## src/rtl/wb_pkg.sv

```systemverilog
// Shared types and constants for the write-back stage.
package wb_pkg;

  localparam int REG_ADDR_W = 5;
  localparam int NUM_REGS   = 32;

  // Arbiter FSM states.
  typedef enum logic {
    NORMAL    = 1'b0,
    FORCE_LSU = 1'b1
  } wb_state_e;

  // Which producer owns the write port this cycle.
  typedef enum logic [1:0] {
    SRC_NONE = 2'd0,
    SRC_ALU  = 2'd1,
    SRC_LSU  = 2'd2
  } wb_src_e;

  // One-hot register mask; x0 never appears in the mask.
  function automatic logic [NUM_REGS-1:0] reg_mask(input logic en,
                                                   input logic [REG_ADDR_W-1:0] rd);
    logic [NUM_REGS-1:0] m;
    m = '0;
    if (en && (rd != '0)) m[rd] = 1'b1;
    return m;
  endfunction

endpackage

```

## src/rtl/wb_scoreboard.sv

```systemverilog
// Pending-load scoreboard: one bit per architectural register.
// Set has priority over clear on the same edge; bit 0 is hardwired low.
module wb_scoreboard
  import wb_pkg::*;
(
  input  logic                  CLK,
  input  logic                  RSTa,
  input  logic                  SET_EN,
  input  logic [REG_ADDR_W-1:0] SET_RD,
  input  logic                  CLR_EN,
  input  logic [REG_ADDR_W-1:0] CLR_RD,
  output logic [NUM_REGS-1:0]   BUSY
);

  logic [NUM_REGS-1:0] busy_q;
  logic [NUM_REGS-1:0] busy_d;

  // Clear first, then OR in the set mask so a same-edge set survives.
  always_comb begin
    busy_d    = (busy_q & ~reg_mask(CLR_EN, CLR_RD)) | reg_mask(SET_EN, SET_RD);
    busy_d[0] = 1'b0;
  end

  // Scoreboard state register.
  always_ff @(posedge CLK or negedge RSTa) begin
    if (!RSTa) busy_q <= '0;
    else       busy_q <= busy_d;
  end

  assign BUSY = busy_q;

endmodule

```

## src/rtl/writeback_arbiter.sv

```systemverilog
// Write-back arbiter: merges ALU and LSU results onto the single register
// bank write port, with a starvation guard that eventually forces the LSU
// through, and a pending-load scoreboard for decode hazard stalls.
//
// Handshakes: the ALU has no ready; it presents ALU_VALID and is consumed
// every cycle unless ALU_STALL is high, in which case it holds its result and
// ALU_VALID is ignored. The LSU uses valid/ready: a transfer happens on a
// cycle where LSU_VALID & LSU_READY; while LSU_VALID is high without ready,
// LSU_RD/LSU_DATA must stay stable. LSU_READY never depends on LSU_VALID.
module writeback_arbiter
  import wb_pkg::*;
#(
  parameter int XLEN       = 32,
  parameter int STARVE_MAX = 4
) (
  input  logic                  CLK,
  input  logic                  RSTa,
  input  logic                  ALU_VALID,
  input  logic [REG_ADDR_W-1:0] ALU_RD,
  input  logic [XLEN-1:0]       ALU_DATA,
  output logic                  ALU_STALL,
  input  logic                  LSU_VALID,
  input  logic [REG_ADDR_W-1:0] LSU_RD,
  input  logic [XLEN-1:0]       LSU_DATA,
  output logic                  LSU_READY,
  input  logic                  ISSUE_VALID,
  input  logic [REG_ADDR_W-1:0] ISSUE_RD,
  output logic [NUM_REGS-1:0]   BUSY,
  output logic                  WRITE_ENABLE,
  output logic [REG_ADDR_W-1:0] WRITE_REG,
  output logic [XLEN-1:0]       DATA_IN,
  output wb_state_e             STATE_DBG
);

  localparam int CNT_W = (STARVE_MAX < 2) ? 1 : $clog2(STARVE_MAX + 1);

  wb_state_e             state_q, state_d;
  logic [CNT_W-1:0]      cnt_q, cnt_d;
  logic                  stall_q;
  logic                  lsu_ready;
  wb_src_e               src;
  logic [REG_ADDR_W-1:0] sel_rd;
  logic [XLEN-1:0]       sel_data;
  logic                  wr_lsu_q;

  // Arbitration, starvation counting and next-state selection.
  always_comb begin
    state_d   = state_q;
    cnt_d     = cnt_q;
    lsu_ready = 1'b0;
    src       = SRC_NONE;
    case (state_q)
      NORMAL: begin
        lsu_ready = !ALU_VALID;
        if (ALU_VALID)      src = SRC_ALU;
        else if (LSU_VALID) src = SRC_LSU;
        if (LSU_VALID && !lsu_ready) begin
          if (cnt_q == CNT_W'(STARVE_MAX - 1)) begin
            state_d = FORCE_LSU;
            cnt_d   = '0;
          end else begin
            cnt_d = cnt_q + 1'b1;
          end
        end else begin
          cnt_d = '0;
        end
      end
      FORCE_LSU: begin
        // One forced slot; a missing LSU_VALID just returns to NORMAL.
        lsu_ready = 1'b1;
        if (LSU_VALID) src = SRC_LSU;
        state_d = NORMAL;
        cnt_d   = '0;
      end
      default: begin
        state_d = NORMAL;
        cnt_d   = '0;
      end
    endcase
  end

  // Mux the granted result onto the write-port inputs.
  always_comb begin
    sel_rd   = '0;
    sel_data = '0;
    case (src)
      SRC_ALU: begin
        sel_rd   = ALU_RD;
        sel_data = ALU_DATA;
      end
      SRC_LSU: begin
        sel_rd   = LSU_RD;
        sel_data = LSU_DATA;
      end
      default: begin
        sel_rd   = '0;
        sel_data = '0;
      end
    endcase
  end

  // FSM state, starvation counter and the registered ALU stall.
  always_ff @(posedge CLK or negedge RSTa) begin
    if (!RSTa) begin
      state_q <= NORMAL;
      cnt_q   <= '0;
      stall_q <= 1'b0;
    end else begin
      state_q <= state_d;
      cnt_q   <= cnt_d;
      stall_q <= (state_d == FORCE_LSU);
    end
  end

  // Write-port registers; address/data hold when nothing is written.
  always_ff @(posedge CLK or negedge RSTa) begin
    if (!RSTa) begin
      WRITE_ENABLE <= 1'b0;
      WRITE_REG    <= '0;
      DATA_IN      <= '0;
      wr_lsu_q     <= 1'b0;
    end else if ((src != SRC_NONE) && (sel_rd != '0)) begin
      WRITE_ENABLE <= 1'b1;
      WRITE_REG    <= sel_rd;
      DATA_IN      <= sel_data;
      wr_lsu_q     <= (src == SRC_LSU);
    end else begin
      WRITE_ENABLE <= 1'b0;
      wr_lsu_q     <= 1'b0;
    end
  end

  // Only LSU-sourced writes retire a pending load.
  wb_scoreboard u_scoreboard (
    .CLK    (CLK),
    .RSTa   (RSTa),
    .SET_EN (ISSUE_VALID),
    .SET_RD (ISSUE_RD),
    .CLR_EN (WRITE_ENABLE & wr_lsu_q),
    .CLR_RD (WRITE_REG),
    .BUSY   (BUSY)
  );

  assign LSU_READY = lsu_ready;
  assign ALU_STALL = stall_q;
  assign STATE_DBG = state_q;

endmodule
```

## config.mk

```make
export PLATFORM = sky130hd
export DESIGN_NAME = writeback_arbiter
export DESIGN_NICKNAME = d
export VERILOG_FILES = /design/src/rtl/wb_pkg.sv /design/src/rtl/wb_scoreboard.sv /design/src/rtl/writeback_arbiter.sv
export SDC_FILE = /design/constraint.sdc
export NUM_CORES = 1
export LEC_CHECK = 0
export CELL_PAD_IN_SITES_DETAIL_PLACEMENT = 1
export CELL_PAD_IN_SITES_GLOBAL_PLACEMENT = 1
export CORE_ASPECT_RATIO = 2
export CORE_MARGIN = 1.5
export CORE_UTILIZATION = 33
export CTS_CLUSTER_SIZE = 40
export DETAILED_ROUTE_END_ITERATION = 12
export PLACE_DENSITY_LB_ADDON = 0.1
export REMOVE_ABC_BUFFERS = 1
export SLEW_MARGIN = 20
export SYNTH_ARGS = -nofsm -noshare
export SYNTH_HDL_FRONTEND = slang
export SYNTH_SLANG_ARGS = --single-unit
```

## constraint.sdc

```tcl
create_clock -name CLK -period 5.83 [get_ports CLK]
set_clock_uncertainty 0.2 [all_clocks]
set_input_delay 1.166 -clock CLK [delete_from_list [all_inputs] [get_ports CLK]]
set_output_delay 1.166 -clock CLK [all_outputs]
set_load 0.05 [all_outputs]
```

==> implementation parameters, run 1 <==
Parameter                              Value

Finish
  Commonest cells after routing, fill and taps aside    sky130_fd_sc_hd__clkdlybuf4s50_1, sky130_fd_sc_hd__nand2_1, sky130_fd_sc_hd__dfrtp_1
  Fill cell total of the finished layout    between 1000 and 1500
  NumNets Final    584
  Most frequent standard cell in the layout excluding fill and tap cells    sky130_fd_sc_hd__clkdlybuf4s50_1
  Synthesis-to-finish area growth    55.77%
  Post-Layout Inst Area    0.005441 mm2
  Reg area    0.001852 mm2
  Cell Count, Final, Fillers Out    approximately 640
  Multi-input logic area    0.001495 mm2
  Utilization of the core after routing    0.5227
  Share of post-route cells with drive strength above 1    0.1091

Route
  Via density    4.981
  Total wire length after detailed routing    11.39 mm
  Average wire length per cell after detail routing    17.74 um
  DRC    0
  Number of detailed-route iterations in the first pass    4
  Routed Antenna Nets    0
  Vias    3198
  Detailed router's first-iteration violation count    100

GRT
  Wire length of the first global-routing pass    between 15 and 20 mm
  Maximum number of pins on one net before global-route repair    75
  Number of global-route vias before repair    between 3000 and 4000
  Leftover overflow at the end of global routing    0
  Number of antenna violations at the first check in global routing    1
  Global-route usage over all layers    0.2137

Yosys
  Instance count of the mapped netlist    350
  Cell area after synthesis    0.003493 mm2
  Distinct cell type count of the synthesized netlist    37
  Number of warnings printed during yosys synthesis    0
  Mean instance size in the synthesized netlist    between 9 and 10 um2
  FF+latch count, synth    74
  Seq/Total Area, Yosys    0.5301

Clock tree
  Clock tree from TritonCTS    done
  Clock sink count    between 70 and 80
  CTS Root Cell    sky130_fd_sc_hd__clkbuf_16
  Post-CTS Setup Repair Bufs    0
  # resized after CTS    0
  Clk Latency, worst-skew pair    0.33 ns
  Count of hold buffers inserted by post-cts repair    0
  H-tree lvl count    3
  Clock transition at the registers of the reported paths    ~0.06 ns
  Number of buffers between clock root and the deepest sink    2
  Clock buffer count from CTS    9

Hold path
  Critical hold path startpoint    cnt_q[0]$_DFF_PN0_
  Hold worst-path end    cnt_q[0]$_DFF_PN0_
  Hold WC Path Type    reg2reg
  Number of cells traversed by the worst hold path    1

Die
  Initial core utilization    0.3355
  Full die area    0.01125 mm2
  Die boundary height    148.5 um
  DIE WIDTH    75.75 um
  Std-Cell Rows    53
  Total core area    around 0.010 mm2
  Top Ports    157

Setup path
  Reg2Reg Launch Point    ALU_STALL$_DFF_PN0_
  Endpoint class of the critical path    output pin
  Count of cell instances traversed by the critical path    4
  Setup slack, reg-to-reg    2.98 ns
  Slowest cell on the critical path    sky130_fd_sc_hd__clkdlybuf4s50_1
  Sequence of cells on the critical path    clkdlybuf4s50_1 > nor2b_4 > inv_2 > clkdlybuf4s50_1
  Path depth of the worst reg2reg path    6
  CP startpoint kind    input pin
  Crit path arrival time    approximately 2.7 ns
  Worst Path Required    4.46 ns
  Crit path max-delay family    buffers and inverters
  Crit Path Max Fanout    5
  Sum of buffers and inverters on the critical path    3
  Critical path start-end classification    in2out
  Slowest stage delay, CP    a little over 0.8 ns
  Most common cell type on the critical path    sky130_fd_sc_hd__clkdlybuf4s50_1
  R2r endpoint    DATA_IN[29]$_DFFE_PN0P_

Placed design
  Placed Instance Area    between 0.005 and 0.006 mm2
  Final HPWL DP    between 8 and 9 mm
  Count of port buffers added during placement    155
  Final RePlAce weighted congestion    ~0.84
  Placed insts    625
  Post-place setup slack    1.620 ns

Pwr
  Power per cell area    350.5 mW/mm2
  Post-route total power    1.907 mW
  Max VDD drop    165.6 uV
  Cell leakage power    2.298 nW

STA
  Number of endpoints with negative hold slack in the final report    0
  Max-slew headroom at the worst pin    0.3618
  Worst slew pin tran    0.9573 ns
  Maximum operating frequency    244.2 MHz
  Pins Over Slew Limit    0
  Aggregate negative setup slack    0 ns
  Final hold slack    0.2537 ns
  Final WS setup    1.734 ns
  Final critical-path share of the clock period    0.7025
  Time the final worst path needs with I/O delays and setup    4.096 ns
  Unrepaired setup endpoints after global routing    false
  Setup-violating endpoint count in the final report    0

Run status
  Run status    completed

Flow run
  Count of max-cap constraint violations    0
## synth_stat cells (all sizes together)
master / instances / area, um2
nor3: 2 / 10.01
nand2b: 2 / 12.51
mux2: 32 / 397.9
a21oi: 1 / 5.000
nor4: 1 / 12.51
a21o: 4 / 30.03
nand3b: 7 / 52.55
nor3b: 1 / 7.510
buf: 9 / 97.58
o21ai: 66 / 330.3
nand2: 78 / 292.8
nor2b: 5 / 38.78
and3: 3 / 18.77
nand4: 2 / 12.51
nor2: 4 / 15.01
and2: 1 / 8.760
dfrtp: 74 / 1852
ha: 1 / 12.51
or3b: 2 / 17.52
or3: 1 / 6.260
clkbuf: 11 / 41.29
conb: 1 / 3.750
nand3: 37 / 185.2
or2: 1 / 6.260
nand4b: 1 / 8.760
inv: 2 / 7.500
a21bo: 1 / 10.01
## cells by family (layout without fill, tap and decap cells)
logic type               after synthesis  in the layout  share of synthesized area
AO/OA/AOI/OAI                         72             72                     0.1074
adder cells (fa/ha/maj)                1              1                   0.003581
buffers and inverters                 22            176                    0.04190
flip-flops                            74             74                     0.5301
multiplexers                          32             32                     0.1139
other                                  1              2                   0.001073
AND/OR/NAND/NOR                      148            148                     0.2020
## registers in the layout, indices dropped and copies added, names as in the netlist
register           cells
WRITE_ENABLE           1
WRITE_REG              5
wr_lsu_q               1
u_scoreboard.BUSY     31
cnt_q                  3
DATA_IN               32
ALU_STALL              1
## layer usage
layer,share of wire,track usage,vias up,wire (um)
met4,0.037,0.09554,0,427
met3,0.050,0.05014,21,564
met5,0,0,-,0
met1,0.33,0.2105,1560,3794
li1,-,-,1500,-
met2,0.58,0.3978,117,6602
## area by class of cell
cell class	count	share of cell area
sequential	74	0.3403
timing repair buffer	158	0.2888
multi-input combinational	254	0.2748
clock buffer	9	0.04139
tap	137	0.03150
clock inverter	7	0.02138
inverter	2	0.001380
antenna	1	0.0004599
## power breakdown
| part | leakage [nW] | total [mW] | switching (mW) | internal [mW] |
|---|---|---|---|---|
| Clock | 0.166 | 0.633 | 0.215 | 0.418 |
| Combinational | 1.29 | 0.638 | 0.403 | 0.234 |
| Sequential | 0.838 | 0.637 | 0.0473 | 0.590 |
| Total | 2.30 | 1.91 | 0.666 | 1.24 |
## worst max-delay path by stage
| stage | startpoint | to | slack, ns |
|---|---|---|---|
| floorplan | ALU_VALID | DATA_IN[0]$_DFFE_PN0P_ | 2.16 |
| global placement | ALU_VALID | LSU_READY | 1.71 |
| CTS | ALU_VALID | LSU_READY | 1.70 |
| detailed placement | ALU_VALID | DATA_IN[29]$_DFFE_PN0P_ | 1.62 |
| global route | ALU_VALID | LSU_READY | 1.67 |
| finish | ALU_VALID | LSU_READY | 1.73 |
(Power assumes the default switching activity.)
==> inputs of run 2 (changes only) <==
CORE_UTILIZATION = 31   (was 33)
clock period = 4 ns   (was 5.83 ns; I/O delays follow)
==> run 2 against run 1 <==
Global-route usage down 0.47 points; sequential power up 46%; sequential share of layout area down 0.055 points; final cell count up 0.47%; non-clock buffer count up 1; clock power up 46%; highest routed layer unchanged; first-iteration DRC count down 29%; worst hold slack worse by 0.0095 ns; routed wire length up 3.5%; cell area up 0.16%.
==> implementation parameters, run 2 (same netlist as run 1, synthesis figures left out) <==
Parameter                              Value

GRT
  Maximum number of pins on one net before global-route repair    75 (unchanged)
  Global-route usage over all layers    0.2090 (-0.004741)
  Number of global-route vias before repair    3612 (+4.3%)
  Number of antenna violations at the first check in global routing    0 (-1)
  Leftover overflow at the end of global routing    0 (unchanged)
  Wire length of the first global-routing pass    18.99 mm (+7.3%)

Setup path
  Crit path arrival time    2.22 ns (-0.51 ns)
  Sequence of cells on the critical path    clkdlybuf4s50_1 > nor2b_4 > inv_2 > buf_4 > buf_4
  CP startpoint kind    input pin
  Worst Path Required    3.00 ns (-1.46 ns)
  Crit Path Max Fanout    34 (+29)
  Slowest stage delay, CP    0.55 ns (-0.26 ns)
  Endpoint class of the critical path    output pin
  Critical path start-end classification    in2out
  Most common cell type on the critical path    sky130_fd_sc_hd__buf_4
  Slowest cell on the critical path    sky130_fd_sc_hd__clkdlybuf4s50_1

Clock tree
  H-tree lvl count    3 (unchanged)
  Clock tree from TritonCTS    done
  Clk Latency, worst-skew pair    0.33 ns (about the same)
  Post-CTS Setup Repair Bufs    0 (unchanged)
  Count of hold buffers inserted by post-cts repair    0 (unchanged)
  Number of buffers between clock root and the deepest sink    2 (unchanged)
  CTS Root Cell    sky130_fd_sc_hd__clkbuf_16
  Clock sink count    74 (unchanged)
  # resized after CTS    0 (unchanged)
  Clock transition at the registers of the reported paths    0.06 ns (about the same)
  Clock buffer count from CTS    9 (unchanged)

Pwr
  Internal Power    1.813 mW (+46%)
  Power per cell area    511.7 mW/mm2 (+46%)
  Cell leakage power    2.301 nW (+0.12%)
  Clock power frac    0.332 (about the same)
  Share of power burned in registers    0.334 (about the same)
  Post-route total power    2.789 mW (+46%)
  Max VDD drop    269.3 uV (+63%)
  Combinational fraction of design power    0.334 (about the same)
  Switching power    976.0 uW (+47%)
  Sw frac    0.3500 (+0.001003)

Placed design
  Final HPWL DP    8.745 mm (+2.1%)
  Final RePlAce weighted congestion    0.8033 (-4.4%)
  Count of port buffers added during placement    155 (unchanged)

Route
  Number of detailed-route iterations in the first pass    4 (unchanged)
  Detailed router's first-iteration violation count    71 (-29%)
  DRC    0 (unchanged)
  Routed Antenna Nets    0 (unchanged)
  Vias    3181 (-0.53%)
  Via density    4.932 (-0.99%)
  Average wire length per cell after detail routing    18.27 um (+3.0%)
  Total wire length after detailed routing    11.78 mm (+3.5%)

STA
  Worst slew pin tran    0.9607 ns (+0.003461 ns)
  Number of endpoints with negative hold slack in the final report    0 (unchanged)
  Aggregate negative setup slack    0 ns (unchanged)
  Unrepaired setup endpoints after global routing    false
  Final critical-path share of the clock period    0.8058
  Maximum operating frequency    between 300 and 400 MHz
  Max-slew headroom at the worst pin    0.3595 (-0.002307)
  Setup-violating endpoint count in the final report    0 (unchanged)
  Pins Over Slew Limit    0 (unchanged)
  Time the final worst path needs with I/O delays and setup    3.223 ns

Finish
  Number of diodes added for antenna fixing    0 (-1)
  Commonest cells after routing, fill and taps aside    sky130_fd_sc_hd__clkdlybuf4s50_1, sky130_fd_sc_hd__nand2_1, sky130_fd_sc_hd__dfrtp_1
  Register bank with the most flops    DATA_IN
  NumNets Final    585 (+0.17%)
  Most frequent standard cell in the layout excluding fill and tap cells    sky130_fd_sc_hd__clkdlybuf4s50_1
  Share of post-route cells with drive strength above 1    0.1109 (+0.001764)
  Synthesis-to-finish area growth    56.02%
  Number of flip-flops in the largest register    32 (unchanged)

Die
  Std-Cell Rows    54 (+1.9%)
  Top Ports    157 (unchanged)
  Initial core utilization    0.3192 (-0.01638)
  Die boundary height    153.1 um (+3.1%)
  Total core area    0.01095 mm2 (+5.1%)
  Full die area    0.01195 mm2 (+6.3%)
  DIE WIDTH    78.06 um (+3.0%)

Hold path
  Hold WC Path Type    reg2reg

Flow run
  Count of max-cap constraint violations    0 (unchanged)

Run status
  Run status    completed
[run 2: cell types whose count changed in the layout (fill, tap and decap cells not counted), sizes merged]
| cell | before | now |
|---|---|---|
| buf | 4 | 6 |
| diode | 1 | 0 |
| clkdlybuf4s50 | 154 | 153 |
| inv | 3 | 2 |
| clkbuf | 9 | 10 |
[run 2: worst max-delay path: cells and delay by family]
| kind | cells | cell delay [ns] |
|---|---|---|
| buffers and inverters | 4 | 1.09 |
| and+or+nand+nor | 1 | 0.31 |
[run 2: final cells by class]
type                       count  area, um2
inverter                       2      7.507
sequential                    74       1852
multi-input combinational    254       1495
clock inverter                 6      115.1
tap                          140      175.2
fill                        1245       5495
timing repair buffer         159       1577
clock buffer                  10      229.0
[run 2: per-stage QoR]
step                instance area [um2]  std cells  hold slack (ns)  utilization  worst slack, ns
floorplan                          3354        330           0.2168            -           0.5862
global placement                   5106        629           0.2340       0.4665           0.6187
detailed placement                 5106        629           0.2393       0.4665           0.5027
CTS                                5450        645           0.2466       0.4979           0.7760
global route                       5450        645           0.2781       0.4979           0.6552
finish                             5450        645           0.2443       0.4979           0.7768
[run 2: final timing paths]
| check | depth (start not counted) | to | from | slack (ns) |
|---|---|---|---|---|
| min in group asynchronous | 1 | u_scoreboard.BUSY[17]$_DFF_PN0_ | RSTa | 0.39 |
| max in group asynchronous | 1 | DATA_IN[14]$_DFFE_PN0P_ | RSTa | 2.56 |
| worst max register to register | 5 | DATA_IN[9]$_DFFE_PN0P_ | ALU_STALL$_DFF_PN0_ | 1.44 |
| worst min register to register | 1 | cnt_q[0]$_DFF_PN0_ | cnt_q[0]$_DFF_PN0_ | 0.24 |
| worst max-delay path | 5 | LSU_READY | ALU_VALID | 0.78 |
| worst min-delay path | 1 | cnt_q[0]$_DFF_PN0_ | cnt_q[0]$_DFF_PN0_ | 0.24 |
[run 2: per-layer routing]
layer,global-route usage,routed length [um],vias to the layer above
met2,0.4141,6901,115
met5,0,0,-
met3,0.03940,514,20
met1,0.2000,4026,1538
li1,-,-,1508
met4,0.09014,341,0
[run 2: power groups by stage]
stage	combinational, mW	sequential, mW	clock (mW)
2_1_floorplan	0.160	1.32	0
3_3_place_gp	0.924	0.941	0
3_5_place_dp	0.939	0.944	0
4_1_cts	0.942	0.932	0.954
5_1_grt	0.984	0.945	0.985
6_report	0.932	0.930	0.927
